File: src/rtl/cpu_pkg.sv
// Shared definitions for the 8-bit CPU run/load controller:
// control-word width, control-bit positions, fixed loader control
// words and the controller state encoding.
package cpu_pkg;

    localparam int unsigned CTRL_W = 15;

    // Control-word bit positions (names with an n prefix are active-low).
    localparam int unsigned CP   = 14;
    localparam int unsigned EP   = 13;
    localparam int unsigned LP   = 12;
    localparam int unsigned NLMA = 11;
    localparam int unsigned NLMD = 10;
    localparam int unsigned NCE  = 9;
    localparam int unsigned NLR  = 8;
    localparam int unsigned NLI  = 7;
    localparam int unsigned NEI  = 6;
    localparam int unsigned NLA  = 5;
    localparam int unsigned EA   = 4;
    localparam int unsigned SUB  = 3;
    localparam int unsigned EU   = 2;
    localparam int unsigned NLB  = 1;
    localparam int unsigned NLO  = 0;

    // All active-low strobes inactive, all active-high enables off.
    localparam logic [CTRL_W-1:0] CTRL_NOP = 15'h0FE3;

    // Loader words: NOP with exactly one active-low strobe pulled low.
    localparam logic [CTRL_W-1:0] CTRL_LOAD_ADDR  = CTRL_NOP & ~(CTRL_W'(1) << NLMA);
    localparam logic [CTRL_W-1:0] CTRL_LOAD_DATA  = CTRL_NOP & ~(CTRL_W'(1) << NLMD);
    localparam logic [CTRL_W-1:0] CTRL_LOAD_WRITE = CTRL_NOP & ~(CTRL_W'(1) << NLR);

    typedef enum logic [2:0] {
        IDLE       = 3'd0,
        LOAD_WAIT  = 3'd1,
        LOAD_ADDR  = 3'd2,
        LOAD_DATA  = 3'd3,
        LOAD_WRITE = 3'd4,
        RESTART    = 3'd5,
        RUN        = 3'd6,
        HALTED     = 3'd7
    } state_t;

endpackage

File: src/rtl/cpu_run_controller.sv
// cpu_run_controller: owns the control word between control_block and the
// datapath. Load mode writes a program into RAM byte by byte from a
// valid/ready stream (MAR load, MDR load, RAM write per byte) while holding
// the CPU in reset; run mode passes the control_block word through until halt.
//
// Ports:
//   clk, rst_n            clock, asynchronous active-low reset
//   load_req              level, request program load mode
//   run_req               pulse, (re)start execution from address 0
//   wr_valid/wr_data      program byte stream in
//   wr_ready              registered, byte accepted when high with wr_valid
//   cb_ctrl               control word from control_block
//   hlt                   halt opcode decoded
//   ctrl_out              control word to datapath (passthrough in RUN)
//   bus_out/bus_oe        loader bus value and drive enable
//   cpu_rst_n             registered active-low reset to PC/IR/control_block
//   cpu_ce                CPU clock enable
//   state                 current FSM state
//   load_count            bytes written since entering load mode
//
// Build option: define CPU_SINGLE_STEP_EN to add step_mode/step_req; with
// step_mode set, RUN only advances (and only honours hlt) when step_req is high.
module cpu_run_controller #(
    parameter int unsigned RAM_BYTES = 16,
    parameter int unsigned CTRL_W    = 15
) (
    input  logic              clk,
    input  logic              rst_n,
    input  logic              load_req,
    input  logic              run_req,
    input  logic              wr_valid,
    input  logic [7:0]        wr_data,
    output logic              wr_ready,
    input  logic [CTRL_W-1:0] cb_ctrl,
    input  logic              hlt,
`ifdef CPU_SINGLE_STEP_EN
    input  logic              step_mode,
    input  logic              step_req,
`endif
    output logic [CTRL_W-1:0] ctrl_out,
    output logic [7:0]        bus_out,
    output logic              bus_oe,
    output logic              cpu_rst_n,
    output logic              cpu_ce,
    output logic [2:0]        state,
    output logic [4:0]        load_count
);

    import cpu_pkg::state_t;
    import cpu_pkg::IDLE;
    import cpu_pkg::LOAD_WAIT;
    import cpu_pkg::LOAD_ADDR;
    import cpu_pkg::LOAD_DATA;
    import cpu_pkg::LOAD_WRITE;
    import cpu_pkg::RESTART;
    import cpu_pkg::RUN;
    import cpu_pkg::HALTED;
    import cpu_pkg::CTRL_NOP;
    import cpu_pkg::CTRL_LOAD_ADDR;
    import cpu_pkg::CTRL_LOAD_DATA;
    import cpu_pkg::CTRL_LOAD_WRITE;

    localparam int unsigned AW = (RAM_BYTES > 1) ? $clog2(RAM_BYTES) : 1;
    localparam int unsigned CW = 5;

    state_t            state_q, state_d;
    logic [AW-1:0]     addr_q, addr_d;
    logic [CW-1:0]     count_q, count_d;
    logic [7:0]        data_q, data_d;
    logic [CTRL_W-1:0] ctrl_q, ctrl_d;
    logic [7:0]        bus_q, bus_d;
    logic              oe_q, oe_d;
    logic              ready_q, ready_d;
    logic              rst_q, rst_d;
    logic              accept;
    logic              run_active;

    // A RUN cycle is "active" when the CPU actually advances this cycle.
`ifdef CPU_SINGLE_STEP_EN
    assign run_active = !step_mode || step_req;
`else
    assign run_active = 1'b1;
`endif

    // ready_q is only ever high in LOAD_WAIT, so this is the stream handshake.
    assign accept = wr_valid && ready_q;

    // State register plus registered outputs (loaded from next-state decode).
    always_ff @(posedge clk or negedge rst_n) begin
        if (!rst_n) begin
            state_q <= IDLE;
            addr_q  <= '0;
            count_q <= '0;
            data_q  <= '0;
            ctrl_q  <= CTRL_W'(CTRL_NOP);
            bus_q   <= '0;
            oe_q    <= 1'b0;
            ready_q <= 1'b0;
            rst_q   <= 1'b0;
        end else begin
            state_q <= state_d;
            addr_q  <= addr_d;
            count_q <= count_d;
            data_q  <= data_d;
            ctrl_q  <= ctrl_d;
            bus_q   <= bus_d;
            oe_q    <= oe_d;
            ready_q <= ready_d;
            rst_q   <= rst_d;
        end
    end

    // Next-state logic, then output values for the state being entered.
    always_comb begin
        state_d = state_q;
        addr_d  = addr_q;
        count_d = count_q;
        data_d  = data_q;
        ctrl_d  = CTRL_W'(CTRL_NOP);
        bus_d   = '0;
        oe_d    = 1'b0;
        ready_d = 1'b0;
        rst_d   = 1'b0;

        case (state_q)
            IDLE: begin
                if (load_req) begin
                    state_d = LOAD_WAIT;
                    addr_d  = '0;
                    count_d = '0;
                end else if (run_req) begin
                    state_d = RESTART;
                end
            end
            LOAD_WAIT: begin
                // An offered-and-ready byte is always taken, even if load_req
                // dropped in the same cycle; the source already saw ready.
                if (accept) begin
                    data_d  = wr_data;
                    state_d = LOAD_ADDR;
                end else if (!load_req) begin
                    state_d = IDLE;
                end
            end
            LOAD_ADDR:  state_d = LOAD_DATA;
            LOAD_DATA:  state_d = LOAD_WRITE;
            LOAD_WRITE: begin
                addr_d  = (addr_q == AW'(RAM_BYTES - 1)) ? '0 : addr_q + 1'b1;
                count_d = count_q + 1'b1;
                state_d = LOAD_WAIT;
            end
            RESTART: state_d = RUN;
            RUN: begin
                if (load_req) begin
                    state_d = IDLE;
                end else if (hlt && run_active) begin
                    state_d = HALTED;
                end
            end
            HALTED: begin
                if (load_req) begin
                    state_d = IDLE;
                end else if (run_req) begin
                    state_d = RESTART;
                end
            end
            default: state_d = IDLE;
        endcase

        case (state_d)
            LOAD_WAIT: ready_d = (count_d < CW'(RAM_BYTES));
            LOAD_ADDR: begin
                bus_d  = 8'(addr_d);
                oe_d   = 1'b1;
                ctrl_d = CTRL_W'(CTRL_LOAD_ADDR);
            end
            LOAD_DATA: begin
                bus_d  = data_d;
                oe_d   = 1'b1;
                ctrl_d = CTRL_W'(CTRL_LOAD_DATA);
            end
            LOAD_WRITE: ctrl_d = CTRL_W'(CTRL_LOAD_WRITE);
            RUN, HALTED: rst_d = 1'b1;
            default: ;
        endcase
    end

    // RUN hands the control word and clock enable straight to control_block.
    assign ctrl_out   = (state_q == RUN && run_active) ? cb_ctrl : ctrl_q;
    assign cpu_ce     = (state_q == RUN) && run_active;
    assign bus_out    = bus_q;
    assign bus_oe     = oe_q;
    assign wr_ready   = ready_q;
    assign cpu_rst_n  = rst_q;
    assign state      = state_q;
    assign load_count = count_q;

endmodule
File: config.mk
export PLATFORM = sky130hd
export DESIGN_NAME = cpu_run_controller
export DESIGN_NICKNAME = d
export VERILOG_FILES = /design/src/rtl/cpu_pkg.sv /design/src/rtl/cpu_run_controller.sv
export SDC_FILE = /design/constraint.sdc
export NUM_CORES = 1
export LEC_CHECK = 0
export ABC_AREA = 0
export BUFFER_PORTS_ARGS = -buffer_cell sky130_fd_sc_hd__clkbuf_2
export CORE_MARGIN = 8
export CORE_UTILIZATION = 26
export DETAILED_ROUTE_END_ITERATION = 8
export PLACE_DENSITY = 0.45
export SLEW_MARGIN = 20
export SYNTH_ARGS = -nofsm -noshare
export SYNTH_HDL_FRONTEND = slang
export SYNTH_SLANG_ARGS = --single-unit
File: constraint.sdc
create_clock -name clk -period 2.83 [get_ports clk]
set_clock_uncertainty 0.15 [all_clocks]
set_input_delay 0.7075 -clock clk [delete_from_list [all_inputs] [get_ports clk]]
set_output_delay 0.7075 -clock clk [all_outputs]
set_load 0.02 [all_outputs]
# --- Yosys cells after proc, flatten, opt, wreduce, memory -nomap -nowiden ---
# Index checks and enable logic that the tools add are counted.
# Widths: inputs -> output; s select.
classes:
  order_cmp: 1
  n_reduce_logical: 4
  muxes: 21
  addsub: 2
  n_eq_ne: 14
op_table:
  columns: ["cell", "n"]
  rows:
  - ["$pmux 12 s3", 1]
  - ["$pmux 3 s8", 1]
  - ["$eq 3x3->1 const B", 7]
  - ["$mux 3", 7]
  - ["$mux 8", 2]
  - ["$pmux 8 s2", 1]
  - ["$mux 15", 1]
  - ["$eq 3x2->1 const B", 4]
  - ["$pmux 5 s2", 1]
  - ["$mux 4", 2]
  - ["$pmux 4 s2", 1]
  - ["$eq 3x1->1 const B", 2]
  - ["$add 5x1->5 const B", 1]
  - ["$lt 5x5->1 const B", 1]
  - ["$mux 5", 1]
  - ["$add 4x1->4 const B", 1]
  - ["$eq 4x4->1 const B", 1]
  - ["$reduce_or 2->1", 2]
  - ["$logic_not 3->1", 1]
  - ["$mux 1", 3]
  - ["$logic_and 1x1->1", 1]
word_totals:
  regBits: 46
  in_bits: 29
  word_cells: 51
  out_inout_bits: 35

# --- Longest topological paths before layout ---
depth:
  word_depth: 6
  ltp_mapped: 6
  depth_no_buf: 6

# --- Least setup slack after synthesis ---
# Ideal clock, no wire load.
synth_timing:
  path_kind: "register to output"
  from: "register state_q[1] (netlist: state[1])"
  to: "output port ctrl_out[12]"
  n_path_buf: 2
  stages_incl_launch_ff: 6
  required_ns: 1.972
  arrival_ns: 1.521
  path_slack_ns: 0.452
  cell_sequence: "dfrtp_1 -> buf_6 -> inv_2 -> nor3_4 -> buf_2 -> and2_1"
synth_between:
  elab_chain_cells: 2
synth_lines:
  columns: ["item", "line", "source"]
  rows:
  - ["from (decl)", "cpu_run_controller.sv:66", "state_t state_q, state_d;"]
  - ["from (signal assigned)", "cpu_run_controller.sv:101", "state_q <= state_d;"]
  - ["$eq 3x3->1", null, null]
  - ["net cpu_ce", "cpu_run_controller.sv:44", "output logic cpu_ce,"]
  - ["$mux 15", "cpu_run_controller.sv:189", "assign ctrl_out = (state_q == RUN && run_active) ? cb_ctrl : ctrl_q;"]
  - ["to (decl)", "cpu_run_controller.sv:40", "output logic [CTRL_W-1:0] ctrl_out,"]
# The timed path passes the listed nets, and every way through them passes these cells.

# --- Worst setup path in the final report ---
layout_timing:
  from: "register state_q[1] (netlist: state[1])"
  to: "output port ctrl_out[11]"
layout_between:
  elab_chain_cells: 2
layout_lines:
  columns: ["item", "line"]
  rows:
  - ["$eq 3x3->1", "cpu_run_controller.sv:189"]
  - ["$mux 15", "cpu_run_controller.sv:189"]
# Every way passes these cells.

==> metrics <==
Slew HR=38.11%; # clock sinks=34; H-tree levels=2; met1 usage=10.70%; Setup CP Type=flop to primary output; Synth cell types=37; via/cell ratio=~4.5; Die Wd=94.55 µm; Synth Net Count=between 150 and 200; Die Span Y=between 90 and 100 µm; placed insts=approximately 300; top post-synthesis cells by area=dfrtp_1 (48%), nand2_1 (8.2%), dfstp_2 (4.9%); area post-placement=2021 µm²; combinational power share=between 40% and 50%; IO Port Bufs=63; routed len/inst=between 10 and 15 µm; initial DRC count=77; first-pass GRT wire length=approximately 6800 µm; reg-to-reg endpoint=bus_out[7]; Leak=approximately 0.0011 µW; Top Usage Layer GRT=met2; Pint=1178 µW; CTS Buf Count=5; final setup fails=0; R2R depth=3; Tot Pwr=approximately 2000 µW; Worst-Margin Slew=between 900 and 1000 ps; P&R area growth vs syn=31.90%; Ant. Diodes=0; Post-route DRC=0; Final Max Slew Viols=0; synthesized cell area=approximately 1600 µm²; Placer Congestion=~0.73; final hold slack=~300 ps; number of synthesized flops with an enable pin=0; crit-path max FO=16; post-synthesis async set-or-reset flop share=100.0%; initial core utilization=26.93%; sw power=833.5 µW; clock transition at the registers of the reported paths=70 ps; most frequent cells after synthesis=nand2_1 (35), dfrtp_1 (31), and2_1 (11); Worst Path Arrival=~1800 ps; PD cells=approximately 950 nW/µm²; max cap viols=0; Clock Tree Buf Depth=2; Critical Path Source=state[1]; Fillers=between 600 and 700; synthesized flop and latch total=34; Hold Crit Class=input pin to async pin; Req. time, crit path=between 1500 and 2000 ps; antenna violations before repair=0; design area=2116 µm²; Core ar.=5956 µm²; unrepaired setup endpoints after global routing=no; top-count cell post-synth=nand2_1; Reg power frac=a little under two fifths; num ports=64; Detailed Place HPWL=2965 µm; setup TNS=0 ps; die area=8939 µm²; highest clock rate=~380 MHz; Clock power frac=a little under a fifth; GRT Overall Usage=9.425%; CTS tree=yes; Overflow after GRT=0; outcome=complete, no violations; r2r startpoint=state[0]; Max VDD drop=around 310 µV; synthesized area per cell=approximately 10 µm²; fin crit period=about 2600 ps; largest net degree at the start of global routing=35; PostCTS Resize Cnt=0; layout cells sized above 1=41.74%; Post-DRT Antenna Nets=0; Routed WL=approximately 4000 µm; Worst-Skew Late Latency=~280 ps; Via Count=~1,400; post-synthesis sequential area ratio=a little over half; Top FF cell, synth=dfrtp_1; CTS root buf=clkbuf_8; Mapped Cells=approximately 160; Setup crit start kind=flop; vias in the first global route=roughly 1,400; Pre-antenna DRT Iters=4; FP Rows=28; CP Capture Type=primary output; top-area cell type share of the netlist area=between 40% and 50%; final non-filler cell total=305; switch share=41.43%; Post-CTS Hold Fix Bufs=0; Fin. Hold Viols=0; GR Util met3=just under 4%; routing usage on met2=between 10% and 20%; Final #Nets=260; flop-to-flop setup slack=roughly 1000 ps; Synth warnings=0; Post CTS Setup Buffer Count=0; Final Cycle Share=between 90% and 100%; largest area contributor in the netlist=dfrtp_1
[critical path, cell delays in order, from the launching register on]
cell	delay, ps
dfrtp_1	360
inv_2	100
nor3_4	490
mux2_2	390
clkbuf_2	160
[logic make-up after synthesis]
kind of cell / Yosys count / synth area share (%)
buffers and inverters: 10 / 3.510
flip-flops: 34 / 53.28
AO/OA/AOI/OAI: 27 / 12.01
AND/OR/NAND/NOR: 79 / 25.90
multiplexers: 3 / 2.106
XOR/XNOR: 3 / 1.638
adder cells (fa/ha/maj): 2 / 1.560
[flip-flops by register name (all words and copies together) (netlist names)]
signal      flops
bus_out         8
data_q          8
load_count      5
addr_q          4
ctrl_q          3
state           3
bus_oe          1
cpu_rst_n       1
wr_ready        1
[metrics by stage]
step,util [%],setup WS (ps)
detailed placement,33.93,480.0
global placement,33.93,483.1
floorplan,-,451.7
CTS,35.53,162.0
global route,35.53,20.86
finish,35.53,194.1
[worst max-delay path by stage]
stage	to	slack (ps)
2_1_floorplan	ctrl_out[12]	450
3_3_place_gp	ctrl_out[10]	480
3_5_place_dp	ctrl_out[11]	480
4_1_cts	ctrl_out[11]	160
5_1_grt	ctrl_out[10]	20
6_report	ctrl_out[11]	190
[routing by layer]
metal / up-vias / wire [µm]
li1: 672 / -
met1: 635 / 1655
met2: 49 / 1805
met3: 6 / 475
met4: 0 / 56
met5: - / 0
[cells in the final DEF (no fill, tap or decap), types with 2 or more instances in the layout]
cell type   n
a21oi_1     7
a22o_1      3
and2_1     11
buf_4       6
clkbuf_2   63
clkbuf_8    6
dfrtp_1    31
dfstp_2     3
ha_1        2
inv_1       2
inv_2       3
mux2_2      3
nand2_1    35
nand2b_1    7
nand3_1     2
nor2_1     10
nor3_1      4
nor3b_1     2
o21ai_0     7
xor2_1      3
[layout make-up]
type                            count  area [µm²]  area share, %
Clock buffer                        6       82.58          3.903
Tap cell                           75       93.84          4.435
Timing Repair Buffer               69       360.3          17.03
Multi-Input combinational cell    114       693.2          32.76
Inverter                            5       18.77         0.8870
Clock inverter                      2       12.51         0.5914
Sequential cell                    34       854.6          40.39
[power by group through the flow]
| stage | combinational (µW) | clock (µW) | sequential (µW) |
|---|---|---|---|
| 3_5_place_dp | 893 | 0 | 765 |
| 4_1_cts | 899 | 391 | 756 |
| 5_1_grt | 984 | 411 | 780 |
| 3_3_place_gp | 900 | 0 | 765 |
| 6_report | 882 | 376 | 754 |
| 2_1_floorplan | 537 | 0 | 854 |
(Power assumes the default switching activity.)
